<file path="src/rtl/latch_cond_pkg.sv">
// latch_cond_pkg: shared FSM encoding, default parameters and width helper
// for the latch input conditioner.
package latch_cond_pkg;

    typedef enum logic [2:0] {
        IDLE     = 3'd0,
        SETUP    = 3'd1,
        PULSE    = 3'd2,
        HOLD     = 3'd3,
        WAIT_REL = 3'd4
    } state_t;

    localparam int DEF_DEB_CYCLES = 4;
    localparam int DEF_PULSE_W    = 3;

    // Counter width able to hold 0..n-1, never narrower than one bit.
    function automatic int cnt_width(input int n);
        return (n > 1) ? $clog2(n) : 1;
    endfunction

endpackage

</file>
<file path="src/rtl/debounce_sync.sv">
// debounce_sync: two-flop synchronizer followed by a debouncer that accepts a
// new level only after it has been stable for DEB_CYCLES synchronized cycles.
module debounce_sync
    import latch_cond_pkg::*;
#(
    parameter int DEB_CYCLES = DEF_DEB_CYCLES
) (
    input  logic clk,
    input  logic rst,
    input  logic i_raw,
    output logic o_db
);

    localparam int CW = cnt_width(DEB_CYCLES);

    logic [1:0]    r_sync;
    logic [CW-1:0] r_cnt;
    logic          r_db;

    always_ff @(posedge clk or posedge rst) begin
        if (rst) begin
            r_sync <= '0;
            r_cnt  <= '0;
            r_db   <= 1'b0;
        end else begin
            r_sync <= {r_sync[0], i_raw};
            if (r_sync[1] == r_db)
                r_cnt <= '0;
            else if (r_cnt == CW'(DEB_CYCLES - 1)) begin
                r_db  <= r_sync[1];
                r_cnt <= '0;
            end else
                r_cnt <= r_cnt + 1'b1;
        end
    end

    assign o_db = r_db;

endmodule

</file>
<file path="src/rtl/latch_input_conditioner.sv">
// latch_input_conditioner: conditions raw d/e pins for the downstream D latch,
// either as one fixed-width enable strobe per press or as a registered pass-through.
module latch_input_conditioner
    import latch_cond_pkg::*;
#(
    parameter int DEB_CYCLES = DEF_DEB_CYCLES,
    parameter int PULSE_W    = DEF_PULSE_W,
    parameter int CNT_W      = 8
) (
    input  logic             clk,
    input  logic             rst,
    input  logic             d_raw,
    input  logic             e_raw,
    input  logic             mode_transparent,
    output logic             d_out,
    output logic             e_out,
    output logic             busy,
    output logic [CNT_W-1:0] strobe_count
);

    localparam int PCW = cnt_width(PULSE_W);

    state_t           r_state, w_next;
    logic [PCW-1:0]   r_pcnt, w_pcnt;
    logic [CNT_W-1:0] r_cnt;
    logic             r_d_out, r_e_out, r_e_db_q;
    logic             w_d_nxt, w_e_nxt, w_d_db, w_e_db, w_e_rise;

    debounce_sync #(.DEB_CYCLES(DEB_CYCLES)) u_deb_d (
        .clk  (clk),
        .rst  (rst),
        .i_raw(d_raw),
        .o_db (w_d_db)
    );

    debounce_sync #(.DEB_CYCLES(DEB_CYCLES)) u_deb_e (
        .clk  (clk),
        .rst  (rst),
        .i_raw(e_raw),
        .o_db (w_e_db)
    );

    assign w_e_rise = w_e_db & ~r_e_db_q;

    // Outputs are computed for the next state so e_out/d_out come straight from flops.
    always_comb begin
        w_next  = r_state;
        w_pcnt  = '0;
        w_d_nxt = r_d_out;
        w_e_nxt = 1'b0;
        case (r_state)
            IDLE: begin
                if (mode_transparent) begin
                    w_d_nxt = w_d_db;
                    w_e_nxt = w_e_db;
                end else if (w_e_rise) begin
                    w_d_nxt = w_d_db;
                    w_next  = SETUP;
                end
            end
            SETUP: begin
                w_next  = PULSE;
                w_e_nxt = 1'b1;
            end
            PULSE: begin
                if (r_pcnt == PCW'(PULSE_W - 1))
                    w_next = HOLD;
                else begin
                    w_pcnt  = r_pcnt + 1'b1;
                    w_e_nxt = 1'b1;
                end
            end
            HOLD:     w_next = w_e_db ? WAIT_REL : IDLE;
            WAIT_REL: w_next = w_e_db ? WAIT_REL : IDLE;
            default:  w_next = IDLE;
        endcase
    end

    always_ff @(posedge clk or posedge rst) begin
        if (rst) begin
            r_state  <= IDLE;
            r_pcnt   <= '0;
            r_d_out  <= 1'b0;
            r_e_out  <= 1'b0;
            r_e_db_q <= 1'b0;
            r_cnt    <= '0;
        end else begin
            r_state  <= w_next;
            r_pcnt   <= w_pcnt;
            r_d_out  <= w_d_nxt;
            r_e_out  <= w_e_nxt;
            r_e_db_q <= w_e_db;
            if (r_state == SETUP && r_cnt != '1)
                r_cnt <= r_cnt + 1'b1;
        end
    end

    assign d_out        = r_d_out;
    assign e_out        = r_e_out;
    assign busy         = (r_state != IDLE);
    assign strobe_count = r_cnt;

endmodule

</file>
<file path="config.mk">
export PLATFORM = sky130hd
export DESIGN_NAME = latch_input_conditioner
export DESIGN_NICKNAME = d
export VERILOG_FILES = /design/src/rtl/latch_cond_pkg.sv /design/src/rtl/debounce_sync.sv /design/src/rtl/latch_input_conditioner.sv
export SDC_FILE = /design/constraint.sdc
export NUM_CORES = 1
export LEC_CHECK = 0
export CAP_MARGIN = 30
export CORE_MARGIN = 4
export CORE_UTILIZATION = 55
export CTS_CLUSTER_SIZE = 10
export DETAILED_ROUTE_END_ITERATION = 12
export GPL_TIMING_DRIVEN = 0
export PLACE_DENSITY = 0.8
export SYNTH_ARGS = -nofsm -noshare
export SYNTH_HDL_FRONTEND = slang
export SYNTH_SLANG_ARGS = --single-unit
</file>
<file path="constraint.sdc">
create_clock -name clk -period 4.6 [get_ports clk]
set_clock_uncertainty 0.2 [all_clocks]
set_input_delay 0.92 -clock clk [delete_from_list [all_inputs] [get_ports clk]]
set_output_delay 0.92 -clock clk [all_outputs]
set_load 0.02 [all_outputs]
</file>
Yosys cells after proc, flatten, opt, wreduce, memory -nomap -nowiden

Index checks and enable logic that the tools add are counted.

Register bits after elaboration: 26
Input port bits: 5
Output and inout bits: 11

Add/sub/neg operators: 4
Equal/unequal tests: 13
Mux-type cells: 16
Bitwise operators: 4
Reductions and logical operators: 9

Operators with widths:

| operator                                                         | count |
|---|---|
| 2-bit 2-to-1 mux                                                 | 6 |
| 3-bit 2-to-1 mux                                                 | 4 |
| 3-bit case mux with 4 select lines                               | 1 |
| 8-bit by 1-bit adder with 8-bit output (second input constant)   | 1 |
| 8-bit != test (second input constant)                            | 1 |
| 2-bit by 1-bit adder with 2-bit output (second input constant)   | 3 |
| 2-bit == test (second input constant)                            | 3 |
| 3-bit by 2-bit == test with 1-bit output (second input constant) | 2 |
| 2-bit != test (second input constant)                            | 3 |
| 2-bit AND reduction                                              | 3 |
| 1-bit 2-to-1 mux                                                 | 4 |
| 3-bit by 1-bit == test with 1-bit output (second input constant) | 1 |
| 3-bit == test (second input constant)                            | 1 |
| 3-bit logical NOT                                                | 1 |
| 1-bit NOT                                                        | 3 |
| 1-bit case mux with 3 select lines                               | 1 |
| 3-bit AND reduction                                              | 1 |
| 3-bit nonzero test                                               | 1 |
| 1-bit == test                                                    | 2 |
| 2-bit nonzero test                                               | 1 |
| 2-bit OR reduction                                               | 1 |
| 1-bit AND                                                        | 1 |
| 1-bit logical AND                                                | 1 |

Longest topological paths before layout

Gate-level depths: netlist of run 1.

Depth after elaboration: 5
Mapped depth: 5
Gate-level depth less buffers: 4

By module

From an unflattened synthesis of run 1, not the netlist that was laid out.

Cells, all modules: 97
Area, all modules: 1131.1 um^2

By module, submodules not included:

| module                  | times used | cells each | area an instance (um^2) | seq. area each (um^2) |
|---|---|---|---|---|
| latch_input_conditioner | 1          | 75         | 775.7                   | 400.4 |
| debounce_sync           | 2          | 11         | 177.7                   | 125.1 |

Worst setup path before layout of run 1

Ideal clock, no wire load.

Path type: register to output
Start: register r_state[1]
End: output busy
Arrival: 1.025 ns
Data required time: 3.480 ns
Setup slack: 2.455 ns
Stages on the path, launching flop included: 3
Path buffers: 1
Cells stage by stage: dfrtp_1 > buf_4 > or3_2

Longest elaborated chain between the ends: 1

RTL lines:

| element                  | line                           | RTL |
|---|---|---|
| start: declaration       | latch_input_conditioner.sv:23  | `state_t r_state, w_next;` |
| start signal: assignment | latch_input_conditioner.sv:88  | `r_state <= w_next;` |
| 3-bit nonzero test       | latch_input_conditioner.sv:100 | `assign busy = (r_state != IDLE);` |
| end: declaration         | latch_input_conditioner.sv:17  | `output logic busy,` |

No other way between the ends.

Worst setup path in the final report of run 1

Ends and elaborated chain as after synthesis.

==> results.yml, run 1 <==
hold_path:
  holdCritPathClass: "flop to flop"
power:
  pwr-share-comb: 0.383
  pwr-share-clk: 0.190
  p_sw_frac: 0.330
  p_seq_frac: 0.427
  peakVddDrop_uv: 372
  p_leak_nw: 0.603
  p_sw_w: 0.000267
  p_per_area_nw_per_um2: 586
  p_int_w: 0.000541
timing:
  fmax_mhz: 332
  min_period_ns: 3.02
  slew_headroom: 0.770
  hold_slack_ns: 0.166
  tightest_slew_ns: 0.342
  hold_viol_final: 0
  setup_tns_ns: 0
  final-setup-viol-count: 0
  rsz0062_at_grt: "no"
  period_share: 0.656
  slew_viol_final: 0
logic_synthesis:
  synth_cells: 91
  synth_most_common_cell: "dfrtp_1"
  yosysSeqAreaShare: 0.584
  synth_top_area_share: 0.584
  synth_edf_count: 0
  yosys_warnings: 0
  synth.distinct_cells: 32
  synth_nets: 99
  synth_area_sq_um: 1110
  async_flop_share: 1.00
  ys_top_cells_by_count: "dfrtp_1, a21oi_1, nor2_1, xnor2_1"
  ys_top_cells_by_area: "dfrtp_1, mux2_2, xnor2_1"
  syn_avg_cell_area_sq_um: 12.3
  synth_ff_type: "dfrtp_1"
  yosys.area.top_type: "dfrtp_1"
  synth_seq_cells: 26
clock_tree:
  cts_max_level: 1
  root_buffer: "clkbuf_4"
  cts_setup_buffers: 0
  numCtsBuffers: 3
  cts-resized-gates: 0
  clk_latency_ns: 0.32
  cts_hold_buf: 0
  cts_tree: "yes"
  clock_path_buffers: 2
  path_clk_slew_ns: 0.13
  cts_sinks: 26
floorplanning:
  start_util: 0.574
  core_sq_um: 1940
  io_pins: 16
  die_w_um: 53.0
  num_rows: 16
  die_y_um: 53.0
  die_area_sq_um: 2810
layout:
  drive_above_1_share: 0.171
  diodes: 0
  nNetsFinal: 120
  layout-area-overhead-vs-synth_pct: 23.7
global_routing:
  grt_pass1_vias: 729
  grt_pass1_wl_um: 3220
  grt.total_usage: 0.162
  globalRouteOverflowTotal: 0
  antenna_found_initial: 0
  grt_max_degree: 27
placed_design:
  hpwl_um: 1270
  place.gp.congestion: 0.837
  port_buffers: 15
critical_path:
  endpoint_kind: "primary output"
  critPathKind: "flop to primary output"
  cp.required_ns: 3.48
  cp_max_fo: 10
  crit_path_start_kind: "flop"
  path_cells: "buf_4 -> or3_2 -> clkdlybuf4s50_1"
  cpPeakStageDelay_ns: 0.55
  critPathSlowestCell: "clkdlybuf4s50_1"
  arrival_ns: 1.90
detailed_routing:
  via_count: 775
  dr.pass1.iters: 4
  drtAntennaViolNets: 0
  avgRoutedWirePerCell_um: 14.4
  drc: 0
  drt-total-wl_um: 1990
  drt_iter0_drc: 13
  post_drt_via_cell_ratio: 5.62
job:
  cap_violations: 0
status:
  outcome: "completed"
==> area by class of cell <==
cell class                 count  area, sq um
multi-input combinational     58          425
clock inverter                 1         30.0
clock buffer                   3         22.5
tap                           27         33.8
timing repair buffer          16          178
fill                         155          563
buffer                         3         23.8
inverter                       4         15.0
sequential                    26          651
==> path summary, 6_finish.rpt <==
kind / start / endpoint / slack (ns) / depth (start not counted)
worst min register to register: u_deb_d.r_sync[0] / u_deb_d.r_sync[1] / 0.17 / 0
min in group asynchronous: rst / strobe_count[7] / 0.65 / 2
max in group asynchronous: rst / strobe_count[3] / 3.15 / 3
worst max register to register: r_state[1] / strobe_count[7] / 2.66 / 5
worst max-delay path: r_state[1] / busy / 1.58 / 3
worst min-delay path: u_deb_d.r_sync[0] / u_deb_d.r_sync[1] / 0.17 / 0
==> registers in the layout, indices dropped and copies added, names as in the netlist <==
name and flops:
u_deb_e.o_db 1, r_e_db_q 1, u_deb_d.o_db 1, e_out 1, u_deb_e.r_sync 2, u_deb_d.r_cnt 2, strobe_count 8, d_out 1
r_state 3, u_deb_d.r_sync 2, r_pcnt 2, u_deb_e.r_cnt 2
==> metrics by stage <==
stage	area (sq um)	util	setup slack, ns	instances	power (W)
6_report	1380	0.710	1.58	138	0.000808
3_3_place_gp	1300	0.669	1.96	133	0.000643
3_5_place_dp	1300	0.669	1.95	133	0.000658
5_1_grt	1380	0.710	1.53	138	0.000868
4_1_cts	1350	0.696	1.57	137	0.000816
2_1_floorplan	1110	-	2.45	91	0.000554
==> cells by family after synthesis <==
| kind of cell | share of synthesized area |
|---|---|
| simple gates | 0.173 |
| buf+inv | 0.0348 |
| mux | 0.0505 |
| compound gates | 0.0696 |
| flops | 0.584 |
| fa+ha+maj | 0.0337 |
| xor+xnor | 0.0550 |
==> power by group through the flow <==
stage	combinational [W]	clock, W	sequential, W
finish	0.000309	0.000154	0.000345
floorplan	0.000183	0	0.000371
detailed placement	0.000307	0	0.000351
CTS	0.000311	0.000159	0.000347
global placement	0.000296	0	0.000347
global route	0.000345	0.000168	0.000355
==> layout by cell type (no fill, tap or decap) <==
master,n
a21boi_0,1
a21oi_1,6
a311oi_1,1
a31oi_1,1
a32oi_1,1
and3_1,1
buf_16,1
buf_2,1
buf_4,1
buf_6,1
bufinv_16,1
clkbuf_4,3
clkdlybuf4s50_1,15
dfrtp_1,26
ha_1,3
inv_1,4
mux2_2,5
nand2_1,4
nand2b_1,1
nand3_1,2
nand3b_1,1
nand4_1,1
nand4_2,1
nor2_1,6
nor2b_1,3
nor3_1,5
nor3b_4,1
nor4_1,1
nor4_2,1
nor4b_1,1
o21ai_0,1
o311a_2,1
or3_2,1
or3b_2,1
xnor2_1,6
xor2_1,1
==> per-layer routing <==
layer	share of wire	global-route usage	vias to the layer above	wire (um)
met5	0	0	-	0
met4	0.018	0.0936	0	35
met3	0.038	0.0366	4	75
met2	0.51	0.250	23	1020
met1	0.43	0.208	386	863
li1	-	-	362	-
==> critical path, delay by kind of cell, from the launching register on <==
family        cells  cell delay (ns)
buf+inv           2             0.72
flops             1             0.39
simple gates      1             0.47
No activity file was read; power rests on OpenSTA's default activity.
==> run 2, diff against run 1 <==
CORE_UTILIZATION = 47   (was 55)
PLACE_DENSITY = 0.73   (was 0.8)
clock period = 2.55 ns   (was 4.6 ns; I/O delays follow)
==> run 2 against run 1 <==
Final area shrank 3.2%. Core utilization is 11 points lower. Die area up 14%. Non-clock buffer count fell by 1. Highest routed layer unchanged. Register-to-register slack worse by 2.1 ns. Sequential power is 82% higher.
==> results.yml, run 2 (synthesized netlist as in run 1, its figures left out) <==
clock_tree:
  cts_setup_buffers: 0
  root_buffer: "clkbuf_4"
  cts_sinks: 26
  cts_tree: "yes"
  numCtsBuffers: 3
  cts-resized-gates: 1
  cts_max_level: 1
  clock_path_buffers: 2
  cts_hold_buf: 0
  clk_latency_ns: 0.31
  path_clk_slew_ns: 0.13
power:
  pwr-share-clk: 0.147
  p_int_w: 0.000893
  pwr-share-comb: 0.396
  p_seq_frac: 0.457
  p_leak_nw: 0.585
  p_sw_frac: 0.350
  p_per_area_nw_per_um2: 1030
  peakVddDrop_uv: 552
  p_sw_w: 0.000480
timing:
  fmax_mhz: 421
  hold_slack_ns: 0.162
  min_period_ns: 2.38
  period_share: 0.932
  hold_viol_final: 0
  slew_headroom: 0.368
  tightest_slew_ns: 0.947
  setup_tns_ns: 0
  slew_viol_final: 0
  rsz0062_at_grt: "no"
  final-setup-viol-count: 0
critical_path:
  endpoint_kind: "primary output"
  cpPeakStageDelay_ns: 0.46
  crit_path_start_kind: "flop"
  cp.required_ns: 1.84
  critPathBufInv: 2
  crit_family: "buffers and inverters"
  arrival_ns: 1.67
  critPathKind: "flop to primary output"
  critPathSlowestCell: "or3_2"
  path_cells: "buf_4 -> or3_2 -> dlygate4sd2_1"
  cp_max_fo: 10
placed_design:
  place.gp.congestion: 0.819
  port_buffers: 15
  place_area_sq_um: 1300
  hpwl_um: 1390
detailed_routing:
  drt-total-wl_um: 1920
  drc: 0
  post_drt_via_cell_ratio: 5.44
  avgRoutedWirePerCell_um: 13.9
  drtAntennaViolNets: 0
  via_count: 751
  dr.pass1.iters: 4
  drt_iter0_drc: 11
layout:
  layout_commonest_cell: "dfrtp_1"
  drive_above_1_share: 0.164
  layout_common_cells: "dfrtp_1, clkdlybuf4s50_1, a21oi_1, nor2_1, xnor2_1"
  largest_reg_flops: 8
  diodes: 0
  layout-area-overhead-vs-synth_pct: 19.8
  nNetsFinal: 119
  fin_area_sq_um: 1340
global_routing:
  grt_pass1_vias: 741
  globalRouteOverflowTotal: 0
  antenna_found_initial: 0
  grt_max_degree: 27
  grt.total_usage: 0.132
  grt_pass1_wl_um: 3310
job:
  cap_violations: 0
floorplanning:
  die_w_um: 56.7
  core_sq_um: 2230
  die_area_sq_um: 3210
  die_y_um: 56.7
  start_util: 0.499
  io_pins: 16
  num_rows: 17
hold_path:
  holdCritPathClass: "flop to flop"
status:
  outcome: "completed"
## run 2: worst reg2reg max path: cells and delay by family, from the launching register on
family	cells	cell delay, ns
mux	1	0.37
flops	1	0.38
simple gates	3	0.72
buf+inv	1	0.17
## run 2: final cells by class
class	count	area, sq um
Timing Repair Buffer	15	149
Clock buffer	4	36.3
Fill cell	188	898
Inverter	4	15.0
Tap cell	28	35.0
Buffer	3	23.8
Sequential cell	26	651
Multi-Input combinational cell	58	425
## run 2: routing by layer
| layer | up-vias | wire [um] | global-route usage |
|---|---|---|---|
| met4 | 0 | 40 | 0.0780 |
| met5 | - | 0 | 0 |
| met3 | 6 | 79 | 0.0276 |
| li1 | 360 | - | - |
| met1 | 366 | 862 | 0.162 |
| met2 | 19 | 939 | 0.211 |
## run 2: through the flow
stage	power, W	util	std cells	worst slack, ns
floorplan	0.000999	-	91	0.736
global placement	0.00116	0.582	134	0.325
detailed placement	0.00120	0.582	134	0.316
CTS	0.00140	0.598	138	0.150
global route	0.00148	0.598	138	0.102
finish	0.00137	0.598	138	0.173
## run 2: worst paths after layout
check | start | end | slack (ns) | cells past startpoint
min in group asynchronous | rst | u_deb_d.r_sync[0] | 0.49 | 2
worst min register to register | u_deb_d.r_sync[0] | u_deb_d.r_sync[1] | 0.16 | 0
worst max-delay path | r_state[1] | busy | 0.17 | 3
worst min-delay path | u_deb_d.r_sync[0] | u_deb_d.r_sync[1] | 0.16 | 0
worst max register to register | r_state[1] | strobe_count[7] | 0.61 | 5
max in group asynchronous | rst | r_pcnt[0] | 1.09 | 2
## run 2: power by group through the flow
| stage | registers [W] | clock network [W] | logic [W] |
|---|---|---|---|
| 6_report | 0.000627 | 0.000202 | 0.000543 |
| 5_1_grt | 0.000647 | 0.000231 | 0.000602 |
| 4_1_cts | 0.000630 | 0.000215 | 0.000552 |
| 3_5_place_dp | 0.000639 | 0 | 0.000559 |
| 3_3_place_gp | 0.000626 | 0 | 0.000533 |
| 2_1_floorplan | 0.000670 | 0 | 0.000330 |
==> run 3, diff against run 2 <==
SLEW_MARGIN = 40   (was default)
==> run 3 against run 2 <==
Worst setup slack unchanged. Critical endpoint unchanged. Combinational power hardly changed. Critical path depth is the same. Count of clock-buffer cells in the layout did not move. Final area is the same. Sequential share of layout area unchanged. Maximum frequency is the same. Highest routed layer unchanged. First-iteration DRC count is the same. Sequential power hardly changed. Die area unchanged. Critical path type unchanged. Largest power group unchanged. Global-route usage is the same.
==> results.yml, run 3 (synthesized netlist as in run 1, its figures left out) <==
placed_design:
  place_area_sq_um: 1300
  port_buffers: 15
  place.gp.congestion: 0.819
  hpwl_um: 1390
  placedCellCount: 134
detailed_routing:
  dr.pass1.iters: 4
  drc: 0
  avgRoutedWirePerCell_um: 13.9
  drtAntennaViolNets: 0
  drt_iter0_drc: 11
  post_drt_via_cell_ratio: 5.44
  via_count: 751
  drt-total-wl_um: 1920
power:
  pwr-share-clk: 0.147
  pwr-share-comb: 0.396
  p_total_w: 0.00137
  p_leak_nw: 0.584
  p_seq_frac: 0.456
  p_sw_w: 0.000480
  p_int_w: 0.000893
  peakVddDrop_uv: 552
  p_per_area_nw_per_um2: 1030
  p_sw_frac: 0.350
critical_path:
  cpPeakStageDelay_ns: 0.46
  endpoint_kind: "primary output"
  critPathKind: "flop to primary output"
  r2r_cells: 5
  arrival_ns: 1.67
  crit_path_start_kind: "flop"
  critPathSlowestCell: "or3_2"
  cp.required_ns: 1.84
  path_cells: "buf_4 -> or3_2 -> dlygate4sd2_1"
  cp_max_fo: 10
clock_tree:
  cts_max_level: 1
  cts_setup_buffers: 0
  cts_tree: "yes"
  clock_path_buffers: 2
  cts_hold_buf: 0
  path_clk_slew_ns: 0.13
  cts_sinks: 26
  root_buffer: "clkbuf_4"
  cts-resized-gates: 1
  clk_latency_ns: 0.31
  numCtsBuffers: 3
status:
  outcome: "completed"
hold_path:
  whs_path_depth: 0
  holdCritPathClass: "flop to flop"
layout:
  largest_reg_flops: 8
  fillers: 188
  regArea_sq_um: 651
  drive_above_1_share: 0.173
  multi_input_area_sq_um: 425
  fin_area_sq_um: 1340
  instances_no_fill: 138
  nNetsFinal: 119
  layout-area-overhead-vs-synth_pct: 19.8
  layout_common_cells: "dfrtp_1, clkdlybuf4s50_1, a21oi_1, nor2_1, xnor2_1"
  diodes: 0
  layout_commonest_cell: "dfrtp_1"
timing:
  final-setup-viol-count: 0
  min_period_ns: 2.38
  setup_tns_ns: 0
  slew_viol_final: 0
  hold_viol_final: 0
  fmax_mhz: 421
  rsz0062_at_grt: "no"
  slew_headroom: 0.650
  tightest_slew_ns: 0.524
  period_share: 0.932
global_routing:
  grt.total_usage: 0.132
  grt_pass1_wl_um: 3310
  grt_pass1_vias: 741
  grt_max_degree: 27
  antenna_found_initial: 0
  globalRouteOverflowTotal: 0
floorplanning:
  start_util: 0.499
  core_sq_um: 2230
  die_y_um: 56.7
  io_pins: 16
  num_rows: 17
  die_w_um: 56.7
  die_area_sq_um: 3210
job:
  cap_violations: 0
[run 3: cell count changes in the layout (fill, tap and decap cells not counted)]
cell,before,now
inv_1,4,3
inv_2,0,1
[run 3: worst max-delay path: cells and delay by family, from the launching register on]
family | cells | cell delay, ns
simple gates | 1 | 0.46
flops | 1 | 0.38
buf+inv | 2 | 0.51
[run 3: power groups by stage]
stage	clock network, W	logic (W)	registers [W]
6_report	0.000202	0.000544	0.000627
5_1_grt	0.000231	0.000602	0.000647
4_1_cts	0.000215	0.000552	0.000630
3_5_place_dp	0	0.000559	0.000639
3_3_place_gp	0	0.000533	0.000626
2_1_floorplan	0	0.000330	0.000670
[run 3: per-layer routing]
layer	wire (um)	vias up	part of all wire	global-route usage
met5	0	-	0	0
met3	79	6	0.041	0.0276
met1	862	366	0.45	0.162
met2	939	19	0.49	0.211
li1	-	360	-	-
met4	40	0	0.021	0.0780
[run 3: per-stage QoR]
step	worst slack [ns]	utilization	hold slack [ns]
6_report	0.173	0.598	0.162
5_1_grt	0.102	0.598	0.175
4_1_cts	0.150	0.598	0.165
3_5_place_dp	0.316	0.582	0.135
3_3_place_gp	0.325	0.582	0.134
2_1_floorplan	0.736	-	0.131
[run 3: final timing paths]
kind,start,end,slack (ns)
max,r_state[1],busy,0.17
min,u_deb_d.r_sync[0],u_deb_d.r_sync[1],0.16
max reg2reg,r_state[1],strobe_count[7],0.61
min reg2reg,u_deb_d.r_sync[0],u_deb_d.r_sync[1],0.16
max in group asynchronous,rst,r_pcnt[0],1.47
min in group asynchronous,rst,u_deb_d.r_sync[0],0.33
[run 3: final cells by class]
| type | instances | area share |
|---|---|---|
| repair buffers | 15 | 0.112 |
| clock buffers | 4 | 0.0272 |
| flip-flops and latches | 26 | 0.487 |
| well taps | 28 | 0.0262 |
| inverters | 4 | 0.0112 |
| multi-input cells | 58 | 0.319 |
| plain buffers | 3 | 0.0178 |
